### src/rtl/vp_sync_pkg.sv
// rtl/vp_sync_pkg.sv - shared state type, PAL timing defaults and width helper for vp_sync_gen
package vp_sync_pkg;

    typedef enum logic [1:0] {
        IDLE = 2'd0,
        RUN  = 2'd1,
        STOP = 2'd2
    } state_t;

    localparam int PAL_H_ACTIVE = 720;
    localparam int PAL_H_FP     = 12;
    localparam int PAL_H_SYNC   = 64;
    localparam int PAL_H_BP     = 68;
    localparam int PAL_V_ACTIVE = 576;
    localparam int PAL_V_FP     = 5;
    localparam int PAL_V_SYNC   = 5;
    localparam int PAL_V_BP     = 39;

    // A counter must be at least one bit wide even for degenerate totals.
    function automatic int cnt_width(input int n);
        return (n > 2) ? $clog2(n) : 1;
    endfunction

endpackage

### src/rtl/vp_axis_counter.sv
// rtl/vp_axis_counter.sv - wrapping raster axis counter with region decodes
module vp_axis_counter
    import vp_sync_pkg::*;
#(
    parameter int TOTAL  = 8,
    parameter int ACTIVE = 4,
    parameter int FP     = 1,
    parameter int SYNC   = 2,
    parameter int MARK   = 0
) (
    input  logic clk,
    input  logic nReset,
    input  logic adv,
    input  logic clr,
    output logic act,
    output logic sync,
    output logic mark,
    output logic last
);

    localparam int W = cnt_width(TOTAL);

    logic [W-1:0] cnt;
    logic [31:0]  cnt32;

    assign cnt32 = 32'(cnt);
    assign act   = cnt32 < 32'(ACTIVE);
    assign sync  = (cnt32 >= 32'(ACTIVE + FP)) && (cnt32 < 32'(ACTIVE + FP + SYNC));
    assign mark  = cnt32 == 32'(MARK);
    assign last  = cnt32 == 32'(TOTAL - 1);

    always_ff @(posedge clk or negedge nReset) begin
        if (!nReset) begin
            cnt <= '0;
        end else if (clr) begin
            cnt <= '0;
        end else if (adv) begin
            cnt <= last ? '0 : cnt + W'(1);
        end
    end

endmodule

### src/rtl/vp_sync_gen.sv
// rtl/vp_sync_gen.sv - Hs/Vs/De raster timing generator with registered pixel output
module vp_sync_gen
    import vp_sync_pkg::*;
#(
    parameter int   H_ACTIVE = PAL_H_ACTIVE,
    parameter int   H_FP     = PAL_H_FP,
    parameter int   H_SYNC   = PAL_H_SYNC,
    parameter int   H_BP     = PAL_H_BP,
    parameter int   V_ACTIVE = PAL_V_ACTIVE,
    parameter int   V_FP     = PAL_V_FP,
    parameter int   V_SYNC   = PAL_V_SYNC,
    parameter int   V_BP     = PAL_V_BP,
    parameter logic HS_POL   = 1'b0,
    parameter logic VS_POL   = 1'b0
) (
    input  logic       clk,
    input  logic       nReset,
    input  logic       en,
    input  logic [7:0] pix_in,
    output logic       pix_req,
    output logic       Hs,
    output logic       Vs,
    output logic       De,
    output logic [7:0] vdata,
    output logic       frame_irq,
    output logic       running,
    output logic [7:0] frame_cnt
);

    localparam int HTOT = H_ACTIVE + H_FP + H_SYNC + H_BP;
    localparam int VTOT = V_ACTIVE + V_FP + V_SYNC + V_BP;

    state_t state, state_nx;
    logic   run, frame_end;
    logic   h_act, h_sync, h_mark, h_last;
    logic   v_act, v_sync, v_mark, v_last;

    assign run       = (state != IDLE);
    assign running   = run;
    assign frame_end = h_last && v_last;
    assign pix_req   = run && h_act && v_act;

    vp_axis_counter #(
        .TOTAL(HTOT), .ACTIVE(H_ACTIVE), .FP(H_FP), .SYNC(H_SYNC), .MARK(0)
    ) u_hcnt (
        .clk(clk), .nReset(nReset), .adv(run), .clr(!run),
        .act(h_act), .sync(h_sync), .mark(h_mark), .last(h_last)
    );

    vp_axis_counter #(
        .TOTAL(VTOT), .ACTIVE(V_ACTIVE), .FP(V_FP), .SYNC(V_SYNC), .MARK(V_ACTIVE + V_FP)
    ) u_vcnt (
        .clk(clk), .nReset(nReset), .adv(run && h_last), .clr(!run),
        .act(v_act), .sync(v_sync), .mark(v_mark), .last(v_last)
    );

    always_ff @(posedge clk or negedge nReset) begin
        if (!nReset) begin
            state <= IDLE;
        end else begin
            state <= state_nx;
        end
    end

    // Dropping en only arms the stop; the raster always runs to the frame end.
    always_comb begin
        state_nx = state;
        case (state)
            IDLE:    if (en) state_nx = RUN;
            RUN:     if (!en) state_nx = frame_end ? IDLE : STOP;
            STOP:    if (en) state_nx = RUN;
                     else if (frame_end) state_nx = IDLE;
            default: state_nx = IDLE;
        endcase
    end

    always_ff @(posedge clk or negedge nReset) begin
        if (!nReset) begin
            De        <= 1'b0;
            vdata     <= 8'd0;
            Hs        <= ~HS_POL;
            Vs        <= ~VS_POL;
            frame_irq <= 1'b0;
            frame_cnt <= 8'd0;
        end else begin
            De        <= pix_req;
            vdata     <= pix_req ? pix_in : 8'd0;
            Hs        <= (run && h_sync) ? HS_POL : ~HS_POL;
            Vs        <= (run && v_sync) ? VS_POL : ~VS_POL;
            frame_irq <= run && v_mark && h_mark;
            if (run && frame_end) begin
                frame_cnt <= frame_cnt + 8'd1;
            end
        end
    end

endmodule

### config.mk
export PLATFORM = sky130hd
export DESIGN_NAME = vp_sync_gen
export DESIGN_NICKNAME = d
export VERILOG_FILES = /design/src/rtl/vp_sync_pkg.sv /design/src/rtl/vp_axis_counter.sv /design/src/rtl/vp_sync_gen.sv
export SDC_FILE = /design/constraint.sdc
export NUM_CORES = 1
export LEC_CHECK = 0
export BUFFER_PORTS_ARGS = -buffer_cell sky130_fd_sc_hd__buf_2
export CORE_ASPECT_RATIO = 1.25
export CORE_MARGIN = 2
export CORE_UTILIZATION = 40
export DETAILED_ROUTE_END_ITERATION = 12
export PLACE_DENSITY = 0.69
export RECOVER_POWER = 50
export SYNTH_ARGS = -nofsm -noshare
export SYNTH_HDL_FRONTEND = slang
export SYNTH_HIERARCHICAL = 1
export SYNTH_SLANG_ARGS = --single-unit
### constraint.sdc
create_clock -name clk -period 2.25 [get_ports clk]
set_input_delay 0.1125 -clock clk [delete_from_list [all_inputs] [get_ports clk]]
set_output_delay 0.1125 -clock clk [all_outputs]
set_load 0.005 [all_outputs]
==> run summary, run 1 <==
Slowest CP cell - dfrtp_1
RSZ-0062 raised after global routing - false
Sequential Area - 0.00105 sq mm
NetSw - 0.000388 W
Starting Density - 0.409
GPL Wtd Cong - 0.808
Max Cap Violations - 0
Row cnt - 30
Syn. warnings - 6
Internal power - 0.00120 W
EDFF count, synth - 0
GRT Residual Overflow - 0
Setup TNS - 0 ns
Area of the multi-input gates - 0.00108 sq mm
Seq cells post-synth - 42
Buf/Inv on CP - 0
Crit start category - flip-flop
Port bufs - 32
Cell Pwr Density - 621 mW/mm^2
Outcome - finished clean
Crit Path Class - reg -> reg
Vias in the first global route - 1546
Critical path endpoint category - flip-flop
Clk slew on worst S/H paths - 0.08 ns
Top cells by area, synth - dfrtp_1, xnor2_1, ha_1
Seq pwr share - 0.518
Post-synth top cells - dfrtp_1, nor2_1, nand2_1, xnor2_1, a21oi_1
Hold Path Class - in -> reg
Synth Cell Area - 0.00219 sq mm
Non-Filler Instances - 311
Core Area - 0.00537 sq mm
First-pass GRT wire length - 7.08 mm
Layout cell share with drive strength beyond 1 - 0.243
R2r setup slk - 0.19 ns
Gate power share - 0.113
Starting DRT DRC Count - 92
Hpwl dp - 2.83 mm
Hold Crit Depth - 2
CTS tree - built
Max-slew headroom - 0.323
RR Startpoint - u_hcnt/cnt[5]
Overall routing resource usage - 0.143
Final count of pins violating max slew - 0
Largest net degree at the start of global routing - 43
Achievable clock frequency - 0.486 GHz
WP data arrival - 2.23 ns
Initial antenna violation count - 0
Die area - 0.00610 sq mm
Clock network fraction of total power - 0.369
Max VDD drop - 0.246 mV
CTS root buf - clkbuf_8
Hold Vio Cnt, Final - 0
Vias post-DR - 1684
Sink Count - 42
Top-area cell type share of the netlist area - 0.456
H-tree depth - 2
Worst path depth - 7
Slew @ Worst Pin - 1.02 ns
Total iterations of the first detailed-routing run - 4
Most common cell in the synthesized netlist - dfrtp_1
Path depth of the worst reg2reg path - 7
DRT antenna net count - 0
Placed Cells - 301
Residual DRC - 0
Io pins - 33
Leakage - 1.11 nW
Setup violations, final - 0
Layout Nets - 263
CTS buffer count - 5
Tcrit/Tclk final - 0.914
FFs w/ async S/R, synth - 1.00
Area leader, netlist - dfrtp_1
Sw frac - 0.245
Tmin final - 2.06 ns
Hold_sp - pix_in[0]
FILL cells - 481
Setup Skew - 0.00448 ns
Register area share after synthesis - 0.480
Post-synthesis cell type count - 55
Final wirelength - 4.12 mm
Clock Latency Late Sink - 0.29 ns
Wire length per cell - 13.2 um
DR vias/cell - 5.41
CP Cell Sequence - or2_2 > nor4_2 > and2_4 > o21ai_1 > nor3_1 > xnor2_1 > nor2_1
Area Growth Syn to Fin - 16.4%
Synth Flop Type - dfrtp_1
Ant diodes - 0
CTS Buffer Depth - 2
Synthesized area per cell - 10.6 sq um
Worst-path fanout max - 9
Worst path required time - 2.43 ns
Crit. Startpoint - u_hcnt/cnt[5]
Net Count, Synth - 224
Die Y-Extent - 86.8 um
Syn Inst Count - 207
Die W - 70.2 um
Max incr delay on CP - 0.43 ns
Crit-path leading delay family - simple AND/OR/NAND/NOR gates
-- repair_timing --
item | in CTS | in global routing
resized for setup | 0 | 1
setup endpoints to repair | 0 | 1
hold buffers | 2 | 0
endpoints found under the hold margin | 41 | 0
setup buffers | 0 | 0
-- worst reg2reg max path, stage by stage (launching register included) --
cell	delay [ns]
dfrtp_1	0.43
or2_2	0.37
nor4_2	0.30
and2_4	0.24
o21ai_1	0.12
nor3_1	0.27
xnor2_1	0.15
nor2_1	0.05
-- power by group through the flow --
stage / clock (W) / combinational (W) / sequential [W]
2_1_floorplan: 0 / 0.000118 / 0.000830
3_3_place_gp: 0 / 0.000180 / 0.000834
3_5_place_dp: 0 / 0.000182 / 0.000835
4_1_cts: 0.000607 / 0.000185 / 0.000820
5_1_grt: 0.000635 / 0.000204 / 0.000826
6_report: 0.000585 / 0.000179 / 0.000821
-- layout by cell type (no fill, tap or decap), types with 4 or more instances in the layout --
| cell type | n |
|---|---|
| a21oi_1 | 10 |
| and2_4 | 9 |
| buf_2 | 23 |
| clkbuf_1 | 9 |
| clkbuf_8 | 5 |
| dfrtp_1 | 40 |
| ha_1 | 6 |
| inv_1 | 9 |
| nand2_1 | 12 |
| nand3_1 | 8 |
| nand4_1 | 8 |
| nor2_1 | 19 |
| o21ai_0 | 5 |
| o31ai_1 | 4 |
| xnor2_1 | 12 |
| xor2_1 | 5 |
-- cell families (layout without fill, tap and decap cells) --
family,count (synthesis),in the layout,share of synthesized area
DFF,42,42,0.480
xor gates and xnor gates,17,17,0.0679
adders and majority gates,6,6,0.0342
and+or+nand+nor,89,89,0.254
AOI/OAI and AO/OA,36,36,0.122
buffers and inverters,15,55,0.0319
muxes,2,2,0.00970
-- stage by stage --
| step | worst slack (ns) | hold slack (ns) | utilization | instance area, sq um | total power, W |
|---|---|---|---|---|---|
| detailed placement | 0.196 | 0.301 | 0.453 | 2430 | 0.00102 |
| floorplan | 0.139 | -0.183 | - | 2200 | 0.000948 |
| CTS | 0.167 | 0.0226 | 0.477 | 2560 | 0.00161 |
| global placement | 0.231 | 0.290 | 0.453 | 2430 | 0.00101 |
| global route | 0.0340 | 0.0255 | 0.476 | 2550 | 0.00166 |
| finish | 0.194 | 0.0310 | 0.476 | 2550 | 0.00158 |
-- area by class of cell --
type | count | area share
Clock buffer | 6 | 0.0284
Inverter | 10 | 0.0157
Clock inverter | 2 | 0.0147
Timing Repair Buffer | 37 | 0.0755
Multi-Input combinational cell | 150 | 0.422
Sequential cell | 42 | 0.413
Tap cell | 64 | 0.0314
-- state kept, by name (all words and copies together) (netlist names) --
register	flops
u_hcnt/cnt	10
frame_cnt	8
Hs	1
u_vcnt/cnt	10
Vs	1
frame_irq	1
vdata	8
state	2
De	1
-- worst paths after layout --
| check | endpoint |
|---|---|
| worst max-delay path | u_vcnt/cnt[8] |
| worst max register to register | u_vcnt/cnt[8] |
| worst min-delay path | vdata[0] |
| min in group asynchronous | frame_cnt[1] |
| worst min register to register | frame_cnt[7] |
| max in group asynchronous | u_hcnt/cnt[8] |
-- metal layers --
layer | GRT usage | vias up | share of wire
met4 | 0.0699 | 0 | 0.021
met2 | 0.242 | 56 | 0.48
met5 | 0 | - | 0
li1 | - | 816 | -
met1 | 0.175 | 805 | 0.45
met3 | 0.0291 | 7 | 0.050
No activity file was read; power rests on OpenSTA's default activity.
==> run 2, diff against run 1 <==
Settings changed: GPL_TIMING_DRIVEN set to 0, PLACE_DENSITY 0.69 to unset.
==> run summary, run 2 (synthesis results as in run 1) <==
Critical path endpoint category - flip-flop (unchanged)
Residual DRC - 0 (unchanged)
Area Growth Syn to Fin - 17.7% (was 16.4%)
Die Y-Extent - 86.8 um (unchanged)
Io pins - 33 (unchanged)
Outcome - finished clean (unchanged)
Overall routing resource usage - 0.146 (was 0.143)
Tmin final - 2.09 ns (was 2.06 ns)
Core Area - 0.00537 sq mm (unchanged)
DR vias/cell - 5.27 (was 5.41)
Row cnt - 30 (unchanged)
Most frequent cells in the layout - dfrtp_1, buf_2, nor2_1 (unchanged)
First-pass GRT wire length - 7.09 mm (was 7.08 mm)
WP data arrival - 2.27 ns (was 2.23 ns)
Achievable clock frequency - 0.477 GHz (was 0.486 GHz)
CTS buffer count - 5 (unchanged)
Port bufs - 32 (unchanged)
FILL cells - 507 (was 481)
Met3 Resource Use GR - 0.0314 (was 0.0291)
Slew @ Worst Pin - 1.05 ns (was 1.02 ns)
Hold Path Class - in -> reg (unchanged)
Initial antenna violation count - 0 (unchanged)
Crit Path Class - reg -> reg (unchanged)
Crit start category - flip-flop (unchanged)
GPL Wtd Cong - 0.830 (was 0.808)
Worst-path fanout max - 9 (unchanged)
Total iterations of the first detailed-routing run - 4 (unchanged)
Wire length per cell - 13.4 um (was 13.2 um)
Setup TNS - 0 ns (unchanged)
Max-slew headroom - 0.301 (was 0.323)
Sink Count - 42 (unchanged)
Die W - 70.2 um (unchanged)
Hold Vio Cnt, Final - 0 (unchanged)
Met1 Resource Use GR - 0.180 (was 0.175)
Vias in the first global route - 1559 (was 1546)
Clk slew on worst S/H paths - 0.08 ns (about the same)
Tcrit/Tclk final - 0.931 (was 0.914)
Busiest grt layer - met2 (unchanged)
Hpwl dp - 2.93 mm (was 2.83 mm)
CTS Buffer Depth - 2 (unchanged)
RSZ-0062 raised after global routing - false (unchanged)
Ant diodes - 0 (unchanged)
Commonest non-fill, non-tap cell in the layout - dfrtp_1 (unchanged)
Biggest regs - u_hcnt/cnt (10), u_vcnt/cnt (10) (unchanged)
Worst path required time - 2.43 ns (about the same)
Leakage - 1.14 nW (was 1.11 nW)
Max VDD drop - 0.283 mV (was 0.246 mV)
Setup Skew - 0.00425 ns (was 0.00448 ns)
Max Cap Violations - 0 (unchanged)
Layout cell share with drive strength beyond 1 - 0.264 (was 0.243)
CTS root buf - clkbuf_8 (unchanged)
Final wirelength - 4.22 mm (was 4.12 mm)
Met2 Resource Use GR - 0.240 (was 0.242)
Final count of pins violating max slew - 0 (unchanged)
Layout Nets - 266 (was 263)
Clock Latency Late Sink - 0.29 ns (about the same)
CTS tree - built (unchanged)
Largest net degree at the start of global routing - 43 (unchanged)
Die area - 0.00610 sq mm (unchanged)
Starting Density - 0.409 (unchanged)
Final core occ - 0.481 (was 0.476)
DRT antenna net count - 0 (unchanged)
H-tree depth - 2 (unchanged)
GRT Residual Overflow - 0 (unchanged)
Setup violations, final - 0 (unchanged)
Cell Pwr Density - 619 mW/mm^2 (was 621 mW/mm^2)
Vias post-DR - 1654 (was 1684)
Starting DRT DRC Count - 87 (was 92)
run 2: worst paths after layout:
kind,slack [ns],start,end,depth (start not counted)
setup / recovery,0.16,u_hcnt/cnt[5],u_vcnt/cnt[8],7
hold / removal,0.03,pix_in[0],vdata[0],2
setup reg to reg,0.16,u_hcnt/cnt[5],u_vcnt/cnt[8],7
hold reg to reg,0.47,frame_cnt[7],frame_cnt[7],1
max in group asynchronous,1.07,nReset,u_hcnt/cnt[3],2
min in group asynchronous,0.53,nReset,u_vcnt/cnt[5],2
run 2: layer usage:
metal | wire length, um | part of all wire | vias to the layer above
met2 | 2010 | 0.48 | 36
met4 | 82 | 0.019 | 0
met1 | 1960 | 0.46 | 788
li1 | - | - | 825
met3 | 163 | 0.039 | 5
met5 | 0 | 0 | -
run 2: where the power goes:
| part | total [W] | internal, W | leakage, nW | switching (W) |
|---|---|---|---|---|
| clock network | 0.000593 | 0.000331 | 0.0514 | 0.000262 |
| registers | 0.000818 | 0.000787 | 0.562 | 0.0000313 |
| logic | 0.000188 | 0.0000860 | 0.525 | 0.000102 |
run 2: critical path: stages, from the launching register on:
cell and delay (ns):
dfrtp_1 0.45, or2_2 0.38, nor4_4 0.30, and2_4 0.24, o21ai_1 0.14, nor3_1 0.26
xnor2_1 0.15, nor2_1 0.05
run 2: layout make-up:
| class | instances | area, sq um | area share |
|---|---|---|---|
| Timing Repair Buffer | 35 | 183 | 0.0707 |
| Multi-Input combinational cell | 150 | 1090 | 0.421 |
| Inverter | 10 | 40.0 | 0.0155 |
| Tap cell | 64 | 80.1 | 0.0310 |
| Sequential cell | 42 | 1050 | 0.408 |
| Buffer | 5 | 30.0 | 0.0116 |
| Clock buffer | 6 | 72.6 | 0.0281 |
| Clock inverter | 2 | 37.5 | 0.0145 |
run 2: what timing repair did:
| action | CTS | global route |
|---|---|---|
| endpoints found under the setup margin | 8 | 1 |
| hold buffers | 2 | 0 |
| hold endpoints to repair | 41 | 0 |
| pin swaps | 1 | 0 |
| setup buffers | 1 | 0 |
| resized for setup | 1 | 1 |
run 2: per-stage QoR:
stage	hold slack (ns)	power, W	setup WS, ns	std cells	area (sq um)
global placement	0.292	0.00102	-0.230	303	2440
CTS	0.0238	0.00163	0.105	314	2590
finish	0.0316	0.00160	0.155	314	2580
detailed placement	0.291	0.00102	-0.230	303	2440
global route	0.0254	0.00167	0.00716	314	2580
floorplan	-0.183	0.000948	0.139	207	2200
